==> config.mk <==
export PLATFORM = sky130hd
export DESIGN_NAME = fetch_redirect_ctrl
export DESIGN_NICKNAME = d
export VERILOG_FILES = /design/src/rtl/fetch_redirect_ctrl_pkg.sv /design/src/rtl/frc_next_pc_mux.sv /design/src/rtl/fetch_redirect_ctrl.sv
export SDC_FILE = /design/constraint.sdc
export NUM_CORES = 1
export LEC_CHECK = 0
export BUFFER_PORTS_ARGS = -buffer_cell sky130_fd_sc_hd__clkbuf_2
export CORE_MARGIN = 2
export CORE_UTILIZATION = 55
export DETAILED_ROUTE_END_ITERATION = 12
export PLACE_DENSITY_LB_ADDON = 0.12
export SETUP_SLACK_MARGIN = 0.02
export SYNTH_ARGS = -nofsm -noshare
export SYNTH_HDL_FRONTEND = slang
export SYNTH_HIERARCHICAL = 1
export SYNTH_SLANG_ARGS = --single-unit
==> constraint.sdc <==
create_clock -name clk -period 4.21 [get_ports clk]
set_clock_uncertainty 0.2 [all_clocks]
set_input_delay 0.421 -clock clk [delete_from_list [all_inputs] [get_ports clk]]
set_output_delay 0.421 -clock clk [all_outputs]
set_load 0.01 [all_outputs]
==> src/rtl/fetch_redirect_ctrl_pkg.sv <==
// Shared types and constants for the fetch redirect controller.
// The package holds the redirect FSM encoding, the word and slot widths, and the slot-enable helper.
package fetch_redirect_ctrl_pkg;

    localparam int SINGLE_WORD = 32;
    localparam int INST_NUM    = 4;
    localparam logic [SINGLE_WORD-1:0] RESET_PC_DEFAULT = 32'hBFC0_0000;

    typedef enum logic {
        RUN      = 1'b0,
        DS_FETCH = 1'b1
    } frcState_e;

    // A delay-slot-only fetch enables just the slot addressed by PC; normal fetch enables it and everything after.
    function automatic logic [INST_NUM-1:0] originEnable(input frcState_e st, input logic [1:0] slot);
        logic [INST_NUM-1:0] base;
        base = '1;
        if (st == DS_FETCH) begin
            base    = '0;
            base[0] = 1'b1;
        end
        return base << slot;
    endfunction

endpackage

==> src/rtl/frc_next_pc_mux.sv <==
// Combinational priority select for the next fetch PC, next FSM state and pending delay-slot target.
// It also decodes the SCT kill strobe and the events that feed the performance counters.
module frc_next_pc_mux
    import fetch_redirect_ctrl_pkg::*;
(
    input  frcState_e              state,
    input  logic                   pcrValid,
    input  logic [SINGLE_WORD-1:0] pcr,
    input  logic [SINGLE_WORD-1:0] pendDest,
    input  logic                   flush,
    input  logic [SINGLE_WORD-1:0] flushDest,
    input  logic                   fifoFull,
    input  logic [SINGLE_WORD-1:0] btbNext,
    input  logic                   sctValid,
    input  logic                   isDiffRes,
    input  logic                   needDelaySlot,
    input  logic                   delaySlotIsGetted,
    input  logic                   correctTake,
    input  logic [SINGLE_WORD-1:0] validDest,
    input  logic [SINGLE_WORD-1:0] fifthVAddr,
    output logic [SINGLE_WORD-1:0] pcrNext,
    output frcState_e              stateNext,
    output logic [SINGLE_WORD-1:0] pendDestNext,
    output logic                   cancel,
    output logic                   bscEvent,
    output logic                   cmtEvent
);

    logic [SINGLE_WORD-1:0] bscTarget;

    assign bscTarget = correctTake ? validDest : fifthVAddr;

    always_comb begin
        pcrNext      = pcr;
        stateNext    = state;
        pendDestNext = pendDest;
        cancel       = 1'b0;
        bscEvent     = 1'b0;
        cmtEvent     = 1'b0;

        if (flush) begin
            pcrNext      = flushDest;
            stateNext    = RUN;
            pendDestNext = '0;
            cancel       = sctValid;
            cmtEvent     = 1'b1;
        end else if (sctValid && state == RUN && needDelaySlot) begin
            // Fetch the delay slot alone first; the real target waits in pendDest.
            pendDestNext = bscTarget;
            pcrNext      = fifthVAddr;
            stateNext    = DS_FETCH;
            cancel       = 1'b1;
        end else if (sctValid && state == RUN && isDiffRes) begin
            pcrNext  = bscTarget;
            cancel   = 1'b1;
            bscEvent = 1'b1;
        end else if (sctValid && state == DS_FETCH && delaySlotIsGetted) begin
            pcrNext      = pendDest;
            stateNext    = RUN;
            pendDestNext = '0;
        end else if (state == RUN && pcrValid && !fifoFull) begin
            // The first request after reset must fetch RESET_PC itself, so advance only once valid.
            pcrNext = btbNext;
        end
        // In DS_FETCH the delay-slot request is held until SCT reports it fetched.
    end

endmodule

==> src/rtl/fetch_redirect_ctrl.sv <==
// Fetch PC register and IF redirect sequencer: holds PCR, the redirect FSM, the pending
// delay-slot target and the redirect performance counters around the next-PC mux.
module fetch_redirect_ctrl
    import fetch_redirect_ctrl_pkg::*;
#(
    parameter logic [SINGLE_WORD-1:0] RESET_PC   = RESET_PC_DEFAULT,
    parameter int                     PERF_CNT_W = 32
) (
    input  logic                   clk,
    input  logic                   rst_n,
    input  logic                   CMT_flush_i,
    input  logic [SINGLE_WORD-1:0] CMT_flushDest_i,
    input  logic                   FIFO_full_i,
    input  logic [SINGLE_WORD-1:0] BTB_nextVAddr_i,
    input  logic                   SCT_valid_i,
    input  logic                   BSC_isDiffRes_w_i,
    input  logic                   BSC_needDelaySlot_w_i,
    input  logic                   BSC_DelaySlotIsGetted_w_i,
    input  logic                   BSC_correctTake_w_i,
    input  logic [SINGLE_WORD-1:0] BSC_validDest_w_i,
    input  logic [SINGLE_WORD-1:0] BSC_fifthVAddr_w_i,
    output logic [SINGLE_WORD-1:0] PCR_VAddr_o,
    output logic                   PCR_valid_o,
    output logic [INST_NUM-1:0]    PCR_originEnable_o,
    output logic                   PCR_needDelaySlot_o,
    output logic                   IF_cancelSCT_o,
    output logic [PERF_CNT_W-1:0]  PERF_bscRedirect_o,
    output logic [PERF_CNT_W-1:0]  PERF_cmtFlush_o
);

    logic [SINGLE_WORD-1:0] pcrReg, pcrNext;
    logic [SINGLE_WORD-1:0] pendDestReg, pendDestNext;
    frcState_e              stateReg, stateNext;
    logic                   validReg;
    logic [PERF_CNT_W-1:0]  bscCntReg, cmtCntReg;
    logic                   bscEvent, cmtEvent;

    frc_next_pc_mux u_mux (
        .state             (stateReg),
        .pcrValid          (validReg),
        .pcr               (pcrReg),
        .pendDest          (pendDestReg),
        .flush             (CMT_flush_i),
        .flushDest         (CMT_flushDest_i),
        .fifoFull          (FIFO_full_i),
        .btbNext           (BTB_nextVAddr_i),
        .sctValid          (SCT_valid_i),
        .isDiffRes         (BSC_isDiffRes_w_i),
        .needDelaySlot     (BSC_needDelaySlot_w_i),
        .delaySlotIsGetted (BSC_DelaySlotIsGetted_w_i),
        .correctTake       (BSC_correctTake_w_i),
        .validDest         (BSC_validDest_w_i),
        .fifthVAddr        (BSC_fifthVAddr_w_i),
        .pcrNext           (pcrNext),
        .stateNext         (stateNext),
        .pendDestNext      (pendDestNext),
        .cancel            (IF_cancelSCT_o),
        .bscEvent          (bscEvent),
        .cmtEvent          (cmtEvent)
    );

    always_ff @(posedge clk or negedge rst_n) begin
        if (!rst_n) begin
            pcrReg      <= RESET_PC;
            pendDestReg <= '0;
            stateReg    <= RUN;
            validReg    <= 1'b0;
        end else begin
            pcrReg      <= pcrNext;
            pendDestReg <= pendDestNext;
            stateReg    <= stateNext;
            validReg    <= 1'b1;
        end
    end

    // The mux only raises bscEvent when no flush is present, so a coincident pair counts once.
    always_ff @(posedge clk or negedge rst_n) begin
        if (!rst_n) begin
            bscCntReg <= '0;
            cmtCntReg <= '0;
        end else begin
            if (bscEvent) bscCntReg <= bscCntReg + PERF_CNT_W'(1);
            if (cmtEvent) cmtCntReg <= cmtCntReg + PERF_CNT_W'(1);
        end
    end

    assign PCR_VAddr_o         = pcrReg;
    assign PCR_valid_o         = validReg;
    assign PCR_originEnable_o  = originEnable(stateReg, pcrReg[3:2]);
    assign PCR_needDelaySlot_o = (stateReg == DS_FETCH);
    assign PERF_bscRedirect_o  = bscCntReg;
    assign PERF_cmtFlush_o     = cmtCntReg;

endmodule

=== After elaboration in Yosys (flattened, before gate mapping) ===
Index checks and enable logic that the tools add are counted.

* Register bits: 130
* Output and inout port bits: 103
* Word-level logic and storage cells: 43

* Multiplexer cells: 21
* Shift-type cells: 1
* Reductions and logical operators: 11
* Equal/unequal tests: 1
* Add/subtract/negate cells: 2
* Bitwise gates (word level): 1

{| class="wikitable"
|+ Operator list
! cell !! number
|-
| 32-bit two-way mux || 10
|-
| 32-bit by 1-bit adder with 32-bit output, second input constant || 2
|-
| 1-bit two-way mux || 10
|-
| 1-bit logical AND || 7
|-
| 5-bit nonzero test || 1
|-
| 4-bit two-way mux || 1
|-
| 4-bit by 2-bit left shift with 4-bit output || 1
|-
| 3-bit by 2-bit inequality test with 1-bit output, second input constant || 1
|-
| 3-bit nonzero test || 1
|-
| 2-bit AND reduction || 1
|-
| 1-bit logical NOT || 1
|-
| 1-bit inverter || 1
|}

=== Logic depth before layout (Yosys ltp) ===
* Word-level depth: 8
* Mapped depth: 10
* Gate-level depth less buffers: 6

=== Hierarchy ===
Netlist, hierarchy kept.

{| class="wikitable"
|+ By module, submodules not included
! module !! cells an instance !! area each (µm²) !! sequential area each (µm²) !! instances
|-
| fetch_redirect_ctrl || 324 || 4625.7 || 3264.4 || 1
|-
| frc_next_pc_mux || 392 || 2944.1 || 0.0 || 1
|}

=== Least setup slack after synthesis ===
OpenSTA, ideal clock, no wires.

* Path kind: register to register
* Start: register stateReg (netlist: PCR_needDelaySlot_o)
* End: register bscCntReg[31] (netlist: PERF_bscRedirect_o[31])
* Buffers on the path: 4
* Stages on the path, launching flop included: 11
* Data required time: 3.931 ns
* Setup slack: 1.396 ns
* Clock period less this slack: 2.814 ns
* Setup time: 0.079 ns
* Arrival: 2.534 ns
* Path through: dfrtp_1 > buf_6 > nor4bb_1 > buf_2 > buf_2 > nor2b_1 > nand4_1 > or4_4 > buf_6 > nor4_4 > xor2_1

* Longest elaborated chain between the ends: 6

{| class="wikitable"
|+ RTL lines
! element !! line !! text
|-
| start: declaration || fetch_redirect_ctrl.sv:33 || <nowiki>frcState_e stateReg, stateNext;</nowiki>
|-
| start signal: assignment || fetch_redirect_ctrl.sv:71 || <nowiki>stateReg <= stateNext;</nowiki>
|-
| 1-bit inverter (*) || frc_next_pc_mux.sv:47, frc_next_pc_mux.sv:53 ||
|-
| 1-bit logical AND (*) || frc_next_pc_mux.sv:47, frc_next_pc_mux.sv:53 ||
|-
| 1-bit logical AND || frc_next_pc_mux.sv:53 || <nowiki>end else if (sctValid && state == RUN && isDiffRes) begin</nowiki>
|-
| 1-bit two-way mux || frc_next_pc_mux.sv:53 ||
|-
| 1-bit two-way mux (*) || frc_next_pc_mux.sv:47 || <nowiki>end else if (sctValid && state == RUN && needDelaySlot) begin</nowiki>
|-
| 1-bit two-way mux (*) || frc_next_pc_mux.sv:41 || <nowiki>if (flush) begin</nowiki>
|-
| named net bscEvent || fetch_redirect_ctrl.sv:36 || <nowiki>logic bscEvent, cmtEvent;</nowiki>
|-
| end signal: assignment || fetch_redirect_ctrl.sv:82 || <nowiki>if (bscEvent) bscCntReg <= bscCntReg + PERF_CNT_W'(1);</nowiki>
|-
| end: declaration || fetch_redirect_ctrl.sv:35 || <nowiki>logic [PERF_CNT_W-1:0] bscCntReg, cmtCntReg;</nowiki>
|}

The timed path passes the listed nets; every way through them passes the cells marked *.
A chain may end at the register's enable or synchronous reset.

=== Worst setup path after layout ===
* Start: register stateReg (netlist: PCR_needDelaySlot_o)
* End: register bscCntReg[26] (netlist: PERF_bscRedirect_o[26])

The elaborated chain is that of the path after synthesis.

==> flow_summary.ini <==
[power]
ir_worst_vdd_mv = 0.3300
clkPwrFrac_pct = 42.4
internal_power_mw = 2.723
switching_power_mw = 1.036
p_leak_nw = 4.322
power_frac_seq_pct = 39.7
power_density_mw_per_mm2 = 399.0
total_power_mw = 3.759
pwr-share-comb_pct = 17.9
power.share.switching_pct = 27.56

[yosys]
synth_edf_count = 0
ys_async_sr_fraction_pct = 100.0
synth_ff_type = dfrtp_1
synthAdderAreaFrac_pct = 0.3306
postSynthCellCount = 716
synth-compound-area-share_pct = 20.17
syn_nets = 855
seq_area_frac_synth_pct = 43.12
yosys_warnings = 6
synth_top_family_by_area = compound AO/OA/AOI/OAI gates
synth_xor_area_share_pct = 7.174
yosysUniqueCellTypes = 47
syn_avg_cell_area_um2 = 10.57
synth-simple-area-share_pct = 19.16
ys_ff_latch = 130
synth_area_mm2 = 0.007570
synthMuxAreaShare_pct = 5.190

[clock_tree]
cts_root_buffer = clkbuf_16
clk_path_buf_depth = 2
cts.sinks = 130
cts_tree = yes
cts_resized = 0
htreeDepth = 4
clk_pin_slew_ns = 0.06
cts_buffers = 17
worstSkewPairLatency_ns = 0.41

[detailed_routing]
viasPerCell = 6.058
dr.pass1.iters = 5
postRouteAntennaNets = 0
drc = 0
route.met3.wl_mm = 1.343
detail_route.wl_per_cell_um = 19.03
vias = 6737
met1_length_mm = 8.612
routed_wl_mm = 21.16
wl_met2_mm = 10.72
top_layer = met4
drt_iter0_markers = 531

[grt]
grt_usage_pct = 29.07
grt_first_pass_wirelength_mm = 33.73
antenna_found_initial = 0
grt_pass1_vias = 6748
grt_max_degree = 105
grt_overflow = 0

[setup_path]
path_max_fanout = 14
cp-start-kind = flip-flop
rrSetupSlack_ns = 1.35
cp.required_ns = 4.34
r2r-end = PERF_bscRedirect_o[26]
r2r_cells = 6
criticalPathCategory = reg2reg
arrival_ns = 2.99
r2r_start = PCR_needDelaySlot_o
endpoint_kind = flip-flop
setup.worst_path.start = PCR_needDelaySlot_o

[timing]
post-route-min-period_ns = 2.859
slew_viol_final = 0
hold_violations = 0
fin_crit_sh_pct = 67.90
fmax_mhz = 349.8
slew_headroom_pct = 16.92
grt_setup_unrepaired = no
setup_violations = 0
tightest_slew_ns = 1.246
finalSetupTns_ns = 0

[floorplanning]
dieArea_mm2 = 0.01472
die_w_um = 121.3
design.core.area_mm2 = 0.01335
floorplan.initialDensity_pct = 56.71
ios = 240
num_rows = 42
die_h_um = 121.3

[job]
drv_cap = 0

[worst_hold_path]
holdPathStages = 3
holdCritStartpoint = CMT_flushDest_i[1]
min_path_type = in2reg
min_to = PCR_VAddr_o[1]

[run_status]
status = completed

[place]
routabilityCongestion = 0.9087
io_buffers = 239
post-dp-hpwl_mm = 14.23

[layout]
synthToLayoutAreaGrowth_pct = 24.48
final_nets = 1062
antenna_cells = 0
drive_above_1_share_pct = 39.96
-- power by group through the flow --
stage / Combinational [mW] / Sequential [mW] / Clock [mW]
final: 0.674 / 1.49 / 1.59
after global routing: 0.739 / 1.50 / 1.68
after CTS: 0.678 / 1.49 / 1.61
after detailed placement: 0.670 / 1.51 / 0
after global placement: 0.652 / 1.50 / 0
after floorplan: 0.367 / 1.52 / 0
-- critical path, cell delays in order (launching register included) --
cell       delay (ns)
dfrtp_1          0.56
nor4bb_4         0.36
nor2b_1          0.34
and3_1           0.30
nand4bb_1        0.45
nor3_1           0.39
xor2_1           0.18
-- cell type report --
class / instances / area [um^2]
Multi-Input combinational cell: 516 / 3974
Fill cell: 1032 / 3925
Sequential cell: 130 / 3264
Timing Repair Buffer: 250 / 1290
Clock buffer: 20 / 466.7
Tap cell: 176 / 220.2
Clock inverter: 12 / 177.7
Inverter: 8 / 30.03
-- Yosys cell counts, types with 2 or more instances --
library cell  number  area (um^2)
a21oi_1           34        170.2
a221o_1           32        320.3
a221oi_1           2        17.52
a221oi_2          30        450.4
and2_1            33        206.5
and3_1            10        62.56
and4_1             5        43.79
buf_1              2        7.510
buf_12             3        60.06
buf_2             18        90.09
buf_4              2        15.01
buf_6              3        33.78
clkbuf_1          34        127.6
dfrtp_1          121         3028
dfstp_2            9        236.5
ha_1               2        25.02
inv_1              8        30.03
mux2_2            33        371.6
nand2_1           57        214.0
nand2b_1          33        206.5
nand3_1           51        255.2
nand4_1           14        87.58
nand4_2            2        25.02
nand4b_1           2        17.52
nor2_1            19        71.32
nor3_1             9        45.04
nor3_2             4        40.04
nor4_4             3        63.81
o221ai_1          32        280.3
o2bb2ai_1         32        280.3
xnor2_1           39        341.6
xor2_1            23        201.4
-- sequential cells by signal (all words and copies together), names as in the netlist --
| name | count |
|---|---|
| PCR_VAddr_o | 32 |
| PCR_needDelaySlot_o | 1 |
| PCR_valid_o | 1 |
| PERF_bscRedirect_o | 32 |
| PERF_cmtFlush_o | 32 |
| pendDestReg | 32 |
-- how the worst max path moves through the flow --
stage                        endpoint  slack, ns  cells past startpoint
2_1_floorplan  PERF_bscRedirect_o[31]       1.40                     10
3_3_place_gp   PERF_bscRedirect_o[20]       1.46                      6
3_5_place_dp   PERF_bscRedirect_o[20]       1.42                      6
4_1_cts        PERF_bscRedirect_o[26]       1.31                      6
5_1_grt        PERF_bscRedirect_o[26]       1.10                      6
6_report       PERF_bscRedirect_o[26]       1.35                      6
-- placed cells by master (no fill, tap or decap), types with 5 or more instances in the layout --
| cell type | synthesis | routed |
|---|---|---|
| clkbuf_2 | 0 | 237 |
| xor2_1 | 23 | 23 |
| nor3_1 | 9 | 9 |
| buf_4 | 2 | 11 |
| clkbuf_16 | 0 | 17 |
| xnor2_1 | 39 | 39 |
| dfstp_2 | 9 | 9 |
| nand2b_1 | 33 | 33 |
| nor2_1 | 19 | 17 |
| a221oi_2 | 30 | 30 |
| and3_1 | 10 | 9 |
| o221ai_1 | 32 | 32 |
| mux2_2 | 33 | 33 |
| nand2_1 | 57 | 57 |
| nand3_1 | 51 | 50 |
| o2bb2ai_1 | 32 | 32 |
| and2_1 | 33 | 33 |
| a221o_1 | 32 | 32 |
| and4_1 | 5 | 5 |
| dfrtp_1 | 121 | 121 |
| inv_1 | 8 | 8 |
| nand4_1 | 14 | 14 |
| a21oi_1 | 34 | 34 |
-- logic make-up (layout without fill, tap and decap cells) --
| kind of cell | count (synthesis) | in the layout |
|---|---|---|
| other | 1 | 1 |
| xor gates and xnor gates | 62 | 62 |
| muxes | 35 | 35 |
| adders and majority gates | 2 | 2 |
| DFF | 130 | 130 |
| and+or+nand+nor | 253 | 253 |
| buffers and inverters | 70 | 290 |
| AOI/OAI and AO/OA | 163 | 163 |
-- through the flow --
| step | hold WS (ns) | setup WS (ns) | area, um^2 | cells | util (%) |
|---|---|---|---|---|---|
| floorplan | -0.07459 | 1.396 | 7570 | 716 | - |
| global placement | 0.2580 | 1.462 | 8768 | 1079 | 65.69 |
| detailed placement | 0.2741 | 1.418 | 8768 | 1079 | 65.69 |
| CTS | 0.1131 | 1.306 | 9423 | 1112 | 70.59 |
| global route | 0.1457 | 1.102 | 9423 | 1112 | 70.59 |
| finish | 0.1248 | 1.351 | 9423 | 1112 | 70.59 |
-- layer usage --
layer,track usage (%),up-vias
met3,6.015,42
met1,36.31,3303
met5,0,-
met4,10.20,0
met2,49.96,287
li1,-,3105
-- timing repair --
item,CTS,global route
setup endpoints to repair,0,0
hold buffers,1,0
buffers inserted,0,0
endpoints found under the hold margin,95,0
(Power assumes the default switching activity.)
